<file path="config.mk">
export PLATFORM = sky130hd
export DESIGN_NAME = button_debounce
export DESIGN_NICKNAME = d
export VERILOG_FILES = /design/src/rtl/button_debounce.sv
export SDC_FILE = /design/constraint.sdc
export NUM_CORES = 1
export LEC_CHECK = 0
export CAP_MARGIN = 15
export CORE_MARGIN = 1.5
export CORE_UTILIZATION = 55
export CTS_CLUSTER_SIZE = 30
export DETAILED_ROUTE_END_ITERATION = 12
export GPL_ROUTABILITY_DRIVEN = 0
export PLACE_DENSITY = 0.82
export SLEW_MARGIN = 10
export SYNTH_ARGS = -nofsm -noshare
export SYNTH_HDL_FRONTEND = slang
export SYNTH_SLANG_ARGS = --single-unit
</file>
<file path="constraint.sdc">
create_clock -name i_clk -period 3.6 [get_ports i_clk]
set_input_delay 0.72 -clock i_clk [delete_from_list [all_inputs] [get_ports i_clk]]
set_output_delay 0.72 -clock i_clk [all_outputs]
set_load 0.05 [all_outputs]
</file>
<file path="src/rtl/button_debounce.sv">
// button_debounce: 2-flop synchronizer feeding a four-state debounce FSM with press/release pulses.
// Optional press-toggled LED output is built only when BUTTON_DEBOUNCE_TOGGLE_EN is defined.
module button_debounce #(
  parameter int unsigned STABLE_CYCLES = 32'd1000
) (
  input  logic i_clk,
  input  logic i_reset_n,
  input  logic i_btn,
  output logic o_btn,
  output logic o_press,
  output logic o_release,
  output logic o_led
);

  localparam int unsigned      CNT_W    = $clog2(STABLE_CYCLES);
  localparam logic [CNT_W-1:0] CNT_LAST = CNT_W'(STABLE_CYCLES - 32'd1);
  localparam logic [CNT_W-1:0] CNT_ONE  = CNT_W'(32'd1);
  localparam logic [CNT_W-1:0] CNT_ZERO = CNT_W'(32'd0);

  localparam logic [1:0] IDLE_LO = 2'd0;
  localparam logic [1:0] WAIT_HI = 2'd1;
  localparam logic [1:0] IDLE_HI = 2'd2;
  localparam logic [1:0] WAIT_LO = 2'd3;

  logic             sync_meta_r;
  logic             sync_r;
  logic [1:0]       state_r;
  logic [1:0]       state_nxt_s;
  logic [CNT_W-1:0] cnt_r;
  logic [CNT_W-1:0] cnt_nxt_s;
  logic             btn_r;
  logic             btn_nxt_s;
  logic             press_r;
  logic             press_nxt_s;
  logic             release_r;
  logic             release_nxt_s;

  // Two-flop synchronizer for the asynchronous button input.
  always_ff @(posedge i_clk or negedge i_reset_n) begin
    if (!i_reset_n) begin
      sync_meta_r <= 1'b0;
      sync_r      <= 1'b0;
    end else begin
      sync_meta_r <= i_btn;
      sync_r      <= sync_meta_r;
    end
  end

  // Next-state logic: a level change is accepted only after the counter reaches its last value.
  always_comb begin
    state_nxt_s   = state_r;
    cnt_nxt_s     = cnt_r;
    btn_nxt_s     = btn_r;
    press_nxt_s   = 1'b0;
    release_nxt_s = 1'b0;
    case (state_r)
      IDLE_LO: begin
        if (sync_r) begin
          state_nxt_s = WAIT_HI;
          cnt_nxt_s   = CNT_ZERO;
        end else begin
          state_nxt_s = IDLE_LO;
        end
      end
      WAIT_HI: begin
        if (!sync_r) begin
          state_nxt_s = IDLE_LO;
        end else if (cnt_r == CNT_LAST) begin
          state_nxt_s = IDLE_HI;
          btn_nxt_s   = 1'b1;
          press_nxt_s = 1'b1;
        end else begin
          cnt_nxt_s = cnt_r + CNT_ONE;
        end
      end
      IDLE_HI: begin
        if (!sync_r) begin
          state_nxt_s = WAIT_LO;
          cnt_nxt_s   = CNT_ZERO;
        end else begin
          state_nxt_s = IDLE_HI;
        end
      end
      WAIT_LO: begin
        if (sync_r) begin
          state_nxt_s = IDLE_HI;
        end else if (cnt_r == CNT_LAST) begin
          state_nxt_s   = IDLE_LO;
          btn_nxt_s     = 1'b0;
          release_nxt_s = 1'b1;
        end else begin
          cnt_nxt_s = cnt_r + CNT_ONE;
        end
      end
      default: begin
        state_nxt_s = IDLE_LO;
        cnt_nxt_s   = CNT_ZERO;
        btn_nxt_s   = 1'b0;
      end
    endcase
  end

  // FSM state, counter and registered outputs.
  always_ff @(posedge i_clk or negedge i_reset_n) begin
    if (!i_reset_n) begin
      state_r   <= IDLE_LO;
      cnt_r     <= CNT_ZERO;
      btn_r     <= 1'b0;
      press_r   <= 1'b0;
      release_r <= 1'b0;
    end else begin
      state_r   <= state_nxt_s;
      cnt_r     <= cnt_nxt_s;
      btn_r     <= btn_nxt_s;
      press_r   <= press_nxt_s;
      release_r <= release_nxt_s;
    end
  end

  assign o_btn     = btn_r;
  assign o_press   = press_r;
  assign o_release = release_r;

`ifdef BUTTON_DEBOUNCE_TOGGLE_EN
  logic led_r;

  // LED flips on the same edge that raises o_press.
  always_ff @(posedge i_clk or negedge i_reset_n) begin
    if (!i_reset_n) begin
      led_r <= 1'b0;
    end else if (press_nxt_s) begin
      led_r <= ~led_r;
    end else begin
      led_r <= led_r;
    end
  end

  assign o_led = led_r;
`else
  assign o_led = 1'b0;
`endif

endmodule

</file>
==> results by group <==
Clock network
  – Clock sink count: 17
  – Clock buffers created by TritonCTS: 3
  – Clk_lat worst skew: about 0.29 ns
  – Worst-path clk slew: approximately 0.10 ns
  – CTS Root Cell: clkbuf_4
  – Hold_buf cts: 0
  – # resized after CTS: 0
  – Post-CTS Repair Setup Buffers: 0
  – Max clock buf depth: 2
  – CTS tree: yes
  – H-tree level count: 1

Floorplan
  – Die ar.: between 0.0015 and 0.002 sq mm
  – Core Region: 0.00147 sq mm
  – Initial Util: 0.580
  – Die height: between 40 and 50 um
  – IO Pins: 7
  – DIE WIDTH: around 42 um
  – Row cnt: 14

Routing
  – Initial DRT Pass Iterations: 4
  – Via density: between 6 and 7
  – Remaining DRCs: 0
  – Routed via count: 700
  – Number of routed nets with antenna violations: 0
  – Post-Route WL: about 1.7 mm
  – Iter 0 DRT Violations: 33
  – Wire per inst: about 16 um

Pwr
  – Peak VDD IR: around 0.28 mV
  – Total design power: roughly 340 uW
  – P_leak: a little under 0.0004 uW
  – Power Density: 369 mW/mm^2

Logic synthesis
  – Distinct cells, synth: 31
  – FF+latch count, synth: 17
  – Synth Area per Inst: 10.3 sq um
  – Register area share after synthesis: 0.499
  – Syn nets: 87
  – Cells after Synth: slightly above 80
  – Mapped Area: between 800 and 900 sq um
  – Yosys Warn Count: 0
  – Top FF cell, synth: dfrtp_1
  – Post-synth EDFFs: 0
  – Async S/R FF share, synth: 1.00

STA
  – Clock Skew: 0.00215 ns
  – Crit path time final: about 2.2 ns
  – Final-report max-slew violation count: 0
  – Setup violators final: 0
  – Rel. slew slack: 0.459
  – Worst slew pin tran: between 0.8 and 0.9 ns
  – Max Freq: 456 MHz
  – Final hold vios: 0
  – RSZ-0062 raised after global routing: false
  – Setup TNS: 0 ns
  – Final cycle utilization of the critical path: 0.609
  – Hold_ws: ~0.36 ns

Final layout
  – Fill cell count: 135
  – Non-filler instance count after layout: ~110
  – Diodes inserted: 0
  – Share of cells above drive strength 1: 0.0674
  – Area growth, synth to finish: 9.24%
  – Final core occ: 0.634
  – Nets: 94
  – Most common cell after layout, fill and taps aside: dfrtp_1
  – Most frequent cells in the layout: dfrtp_1 (17), nand2_1 (11)

GRT
  – First-pass GRT wire length: between 2 and 3 mm
  – Pin count of the biggest net entering global routing: 18
  – Initial antenna violation count: 0
  – Vias in the first global route: between 600 and 700
  – GR Util All Layers: 0.215
  – Global route total overflow: 0

Critical path
  – Max Fanout on Critical Path: 3
  – Worst Path Required: 2.88 ns
  – Worst flop-to-flop path startpoint: cnt_r[0]$_DFFE_PN0P_
  – Crit path DAT: approximately 1.5 ns
  – CP Capture Type: output pin
  – Critical path class: reg -> out
  – Critical Path Max Stage Delay: about 0.8 ns
  – Setup slack, reg-to-reg: ~1.8 ns
  – Kind of cell adding the most delay to the critical path: buffers and inverters
  – Worst-path cell chain: clkdlybuf4s50_1
  – CP max-delay cell: clkdlybuf4s50_1
  – Buf+Inv Stages, Crit Path: 1
  – Startpoint types: flip-flop
  – R2R cell count: 4

Status
  – Outcome: completed

Placement
  – # port buffers: 5
  – Placed insts: between 100 and 150
  – Final HPWL DP: around 1.2 mm

Min path
  – Hold_sp: sync_meta_r$_DFF_PN0_
  – Worst hold path type: reg -> reg
  – Worst Hold End: sync_r$_DFF_PN0_
  – Hold path depth: 0

Run
  – Max_cap viols: 0
-- stage by stage --
step	setup slack, ns	instance area, sq um
4_1_cts	1.41	932
5_1_grt	1.37	932
6_report	1.41	932
3_3_place_gp	1.75	906
2_1_floorplan	1.89	853
3_5_place_dp	1.73	906
-- worst max path at each step --
stage                                    start   endpoint  slack, ns  cells past startpoint
final                        o_btn$_DFFE_PN0P_      o_btn       1.41                      1
after global routing         o_btn$_DFFE_PN0P_      o_btn       1.37                      1
after CTS                    o_btn$_DFFE_PN0P_      o_btn       1.41                      1
after detailed placement     o_btn$_DFFE_PN0P_      o_btn       1.73                      1
after global placement       o_btn$_DFFE_PN0P_      o_btn       1.75                      1
after floorplan           cnt_r[0]$_DFFE_PN0P_  flip-flop       1.89                      5
-- routing by layer --
layer / global-route usage / routed length, um / part of all wire / vias up
met5: 0 / 0 / 0 / -
met4: 0.131 / 51 / 0.030 / 0
met3: 0.0345 / 118 / 0.069 / 10
met2: 0.342 / 803 / 0.47 / 38
met1: 0.274 / 727 / 0.43 / 337
li1: - / - / - / 315
-- registers in the layout, summed over array words and instances (netlist names), named ones only --
register,cells
sync_r,1
o_release,1
o_press,1
o_btn,1
state_r,1
cnt_r,10
sync_meta_r,1
-- Yosys cell counts, types with 3 or more instances --
library cell	count	area [sq um]
nor2_1	5	18.8
nor3b_1	3	22.5
dfrtp_1	17	425
o21ai_0	5	25.0
nand2_1	11	41.3
nor3_1	4	20.0
a22o_1	5	43.8
-- cell families after synthesis --
family                     synth area share
muxes                                0.0411
and+or+nand+nor                       0.208
AOI/OAI and AO/OA                     0.173
DFF                                   0.499
buffers and inverters                0.0293
xor gates and xnor gates             0.0308
adders and majority gates            0.0147
other                               0.00439
-- cell type report --
cell class / instances / area, sq um / area share
clock buffer: 4 / 26.3 / 0.0282
sequential: 17 / 425 / 0.456
tap: 16 / 20.0 / 0.0215
multi-input combinational: 61 / 403 / 0.432
timing repair buffer: 5 / 50.0 / 0.0537
inverter: 2 / 7.51 / 0.00805
-- power breakdown --
part	internal (uW)	switching, uW
combinational	13.1	17.6
clock	43.1	60.1
sequential	199	11.1
total	255	88.8
Power figures use the tool's default switching activity.
==> RTL edit 1: new RTL, same settings <==
Add an input register stage for `i_btn`, cleared by the reset; this delays it by one clock.
--- a/src/rtl/button_debounce.sv
+++ b/src/rtl/button_debounce.sv
@@ -24,2 +24,12 @@
 
+  logic i_btn_q;
+
+  always_ff @(posedge i_clk or negedge i_reset_n) begin
+    if (!i_reset_n) begin
+      i_btn_q <= '0;
+    end else begin
+      i_btn_q <= i_btn;
+    end
+  end
+
   logic             sync_meta_r;
@@ -43,3 +53,3 @@
     end else begin
-      sync_meta_r <= i_btn;
+      sync_meta_r <= i_btn_q;
       sync_r      <= sync_meta_r;
Function: same outputs for any inputs over 10 cycles, from zero or initial values and one cycle with i_reset_n low; that may be too few to reach the edited logic, so the function may still have changed.
==> RTL edit 1 against the original RTL <==
- sequential cell count grew 1
- sequential share of layout area grew 0.34 points
- setup slack gained 2.2 ps
- critical path type unchanged
- cell count grew 0.95%
- count of clock-buffer cells in the layout is the same
- power grew 10%
- fmax grew 0.10%
- clock power grew 21%
- combinational power shrank 4%
- cell area grew 5.1%
- area after synthesis grew 3.2%
- synthesized cell count shrank 1.2%
- routed wire length shrank 9.8%
==> RTL edit 1: results (changes against the original RTL) <==
* Via count at 675 (-3.6%)
* CTS max path bufs at 2 (unchanged)
* Multi-input gate count at 60 (-1.6%)
* Fillers at 108 (-20%)
* Sequential area share after synthesis at 51.1% (+1.3 points)
* Leak Pwr at 0.429 nW (+9.5%)
* Placed cell count at 102 (+0.99%)
* Met1 Use GR at 27.5% (+0.13 points)
* Reg with most FFs: cnt_r
* Clock-cell share of area at 3.70% (+0.88 points)
* Power Internal at 0.000285 W (+12%)
* Synthesized Nets at 86 (-1.1%)
* Post-DP HPWL at 1.11 mm (-6.2%)
* Signal buffers at 5 (unchanged)
* Clock sinks at 18 (+1)
* R2R depth at 5 (+1)
* Invs w/o clock at 3 (+1)
* Initial DRC Count at 34 (+3.0%)
* Fraction of cell area in non-clock buffers at 5.11% (-0.26 points)
* DR top layer: met4
* Clock Root Buffer: clkbuf_4
* First-pass GRT wire length at 2.62 mm (-8.4%)
* Met3 usage at 2.98% (-0.47 points)
* Met1 wire length at 722 um (-0.69%)
* Final hold slack at 370 ps (+5.78 ps)
* NumNets Final at 95 (+1.1%)
* DR WL met3 at 80 um (-32%)
* Worst setup path startpoint: o_btn$_DFFE_PN0P_
* Clkbuf count at 4 (unchanged)
* Cell area after synthesis at 881 um2 (+3.2%)
* Pin count of the biggest net entering global routing at 19 (+1)
* Met2 Use GR at 29.1% (-5.1 points)
* Cell Area, Placed at 943 um2 (+4.1%)
* Final Instance Count excl. Fillers at 106 (+0.95%)
* Synth cell count leaders: dfrtp_1, nand2_1, o21ai_0
* CP max stage cell: clkdlybuf4s50_1
* Max VDD drop at 0.000320 V (+16%)
* Final worst path period share at 60.8% (-0.062 points)
* CP max stage delay at 810 ps
* Layout cells sized above 1 at 12.2% (+5.5 points)
* CTS Buf Count at 3 (unchanged)
* Clock slew at reported path FFs at 100 ps (about the same)
* Share of cell area taken by multi-input logic gates at 42.0% (-1.2 points)
* Vias in the first global route at 592 (-8.4%)
* Worst Max-Slew Pin Slew at 782 ps (-22.5 ps)
* WL final at 1.53 mm (-9.8%)
* Power Total at 0.000378 W (+10%)
* Wire length on met2 at 716 um (-11%)
* Hold path depth at 0 (unchanged)
* Post-synthesis cell type count at 34 (+9.7%)
* Worst Skew at 3.23 ps (+1.07 ps)
* GRT Util Overall at 18.8% (-2.7 points)
* Synthesis-to-finish area growth at 11.2%
* Status: completed
* Synth top area cells: dfrtp_1, o21ai_0, nand2_1, a21oi_1, or3_1
* Syn Inst Count at 82 (-1.2%)
* Seq/total area at 46.0% (+0.34 points)
RTL edit 1: cell count changes after synthesis, sizes merged, moves of 3 or more:
cell	change
nor2	-3
or3	+3
a22o	-4
a21oi	+4
o21ai	+3
RTL edit 1: cells by family after synthesis:
group                    share of synthesized area (%)
buffers and inverters                             2.13
AO/OA/AOI/OAI                                     21.2
adder cells (fa/ha/maj)                           1.42
other                                            0.426
XOR/XNOR                                          3.84
AND/OR/NAND/NOR                                   19.9
flip-flops                                        51.1
RTL edit 1: power by group through the flow:
| stage | logic (W) | registers, W | clock network [W] |
|---|---|---|---|
| 6_report | 0.0000296 | 0.000223 | 0.000125 |
| 5_1_grt | 0.0000327 | 0.000225 | 0.000135 |
| 4_1_cts | 0.0000299 | 0.000223 | 0.000127 |
| 3_5_place_dp | 0.0000297 | 0.000227 | 0 |
| 3_3_place_gp | 0.0000289 | 0.000226 | 0 |
| 2_1_floorplan | 0.0000206 | 0.000224 | 0 |
==> RTL edit 2: new RTL, same settings <==
Made on the original files. `STABLE_CYCLES`: 32'd1000 -> 32'd250.
--- a/src/rtl/button_debounce.sv
+++ b/src/rtl/button_debounce.sv
@@ -3,3 +3,3 @@
 module button_debounce #(
-  parameter int unsigned STABLE_CYCLES = 32'd1000
+  parameter int unsigned STABLE_CYCLES = 32'd250
 ) (
Function: no difference found for any inputs over 10 cycles, from zero or initial values and one cycle with i_reset_n low; that may be too few to reach the edited logic, so the function may still have changed.
==> RTL edit 2 against the original RTL <==
- sequential share of layout area shrank 1.8 points
- setup slack better by 3.7 ps
- cell area decreased by 8.1%
- routed wire length down 21%
- sequential cell count down 2
- power is 11% lower
- area after synthesis shrank 8.5%
- largest cell class is now multi-input combinational cells
- highest routed layer unchanged
==> RTL edit 2: results (changes against the original RTL) <==
* Clock-cell share of area at 3.07% (+0.25 points)
* Met2 Use GR at 28.2% (-6.0 points)
* Vias/cell at 6.21 (-6.9%)
* Placed cell count at 93 (-7.9%)
* Htree depth at 1 (unchanged)
* Reg area at 375 um2 (-12%)
* Share of cell area taken by multi-input logic gates at 44.2% (+1.0 points)
* Wire length on met2 at 586 um (-27%)
* Finished Cell Area at 857 um2 (-8.1%)
* Final Instance Count excl. Fillers at 97 (-7.6%)
* Ys Warns at 0 (unchanged)
* Synth top area cells: dfrtp_1, nand2_1, nand2b_1, a221o_1, nand3_1
* Max reg flops at 8 (-2)
* CP max stage delay at 810 ps
* Setup-failing EPs final at 0 (unchanged)
* Sequential area share after synthesis at 48.1% (-1.8 points)
* Cell Area, Placed at 831 um2 (-8.3%)
* Syn_area_per_cell at 10.1 um2 (-1.4%)
* Power Internal at 0.000229 W (-10%)
* IO buf count at 5 (unchanged)
* Clock sinks at 15 (-2)
* Fraction of cell area in non-clock buffers at 5.84% (+0.47 points)
* DR top layer: met4
* NumNets Final at 88 (-6.4%)
* Leak Pwr at 0.369 nW (-5.7%)
* Met1 Use GR at 30.1% (+2.7 points)
* Post-DP HPWL at 901 um (-24%)
* Max VDD drop at 0.000218 V (-21%)
* Max-slew headroom at 28.6% (-17 points)
* Synthesized Nets at 82 (-5.7%)
* CP max stage cell: clkdlybuf4s50_1
* Layout cells sized above 1 at 8.54% (+1.8 points)
* Multi-input gate count at 56 (-8.2%)
* Synth cell count leaders: dfrtp_1, nand2_1, nand2b_1, nand3_1, nor3_1
* CTS max path bufs at 2 (unchanged)
* Cell area after synthesis at 781 um2 (-8.5%)
* WL final at 1.34 mm (-21%)
* Met1 wire length at 663 um (-8.8%)
* DR WL met3 at 67 um (-43%)
* Initial DRC Count at 15 (-55%)
* Status: completed
* Clock slew at reported path FFs at 80 ps (-20 ps)
* Worst Skew at 0.599 ps (-1.56 ps)
* GRT Util Overall at 20.6% (-0.94 points)
* Met3 usage at 3.26% (-0.19 points)
* Post-cts sizing count at 0 (unchanged)
* First-pass GRT wire length at 2.17 mm (-24%)
* Vias in the first global route at 478 (-26%)
* Pin count of the biggest net entering global routing at 17 (-1)
* Post-synthesis cell type count at 29 (-6.5%)
* Fillers at 90 (-33%)
RTL edit 2: power by group through the flow:
stage	Clock (W)	Combinational, W	Sequential [W]
floorplan	0	0.0000216	0.000185
global placement	0	0.0000249	0.000190
detailed placement	0	0.0000259	0.000190
CTS	0.0000992	0.0000261	0.000187
global route	0.000105	0.0000298	0.000188
finish	0.0000942	0.0000258	0.000187
RTL edit 2: kinds of logic after synthesis:
| kind of cell | Yosys count | synth area share (%) |
|---|---|---|
| buffers and inverters | 6 | 3.37 |
| AND/OR/NAND/NOR | 38 | 28.5 |
| AO/OA/AOI/OAI | 13 | 13.3 |
| other | 1 | 0.480 |
| flip-flops | 15 | 48.1 |
| multiplexers | 1 | 1.92 |
| adder cells (fa/ha/maj) | 2 | 3.20 |
| XOR/XNOR | 1 | 1.12 |
RTL edit 2: worst paths after layout:
| check | cells after the start | slack (ps) | endpoint | start |
|---|---|---|---|---|
| setup / recovery | 1 | 1410 | o_btn | o_btn$_DFFE_PN0P_ |
| hold reg to reg | 0 | 360 | sync_r$_DFF_PN0_ | sync_meta_r$_DFF_PN0_ |
| hold / removal | 0 | 360 | sync_r$_DFF_PN0_ | sync_meta_r$_DFF_PN0_ |
| max in group asynchronous | 1 | 2350 | sync_r$_DFF_PN0_ | i_reset_n |
| setup reg to reg | 3 | 1760 | cnt_r[5]$_DFFE_PN0P_ | sync_r$_DFF_PN0_ |
| min in group asynchronous | 1 | 830 | o_release$_DFF_PN0_ | i_reset_n |
RTL edit 2: through the flow:
| step | total power, W | setup WS, ps |
|---|---|---|
| final | 0.000307 | 1410 |
| after global routing | 0.000323 | 1380 |
| after CTS | 0.000312 | 1400 |
| after detailed placement | 0.000216 | 1720 |
| after global placement | 0.000215 | 1740 |
| after floorplan | 0.000207 | 2110 |
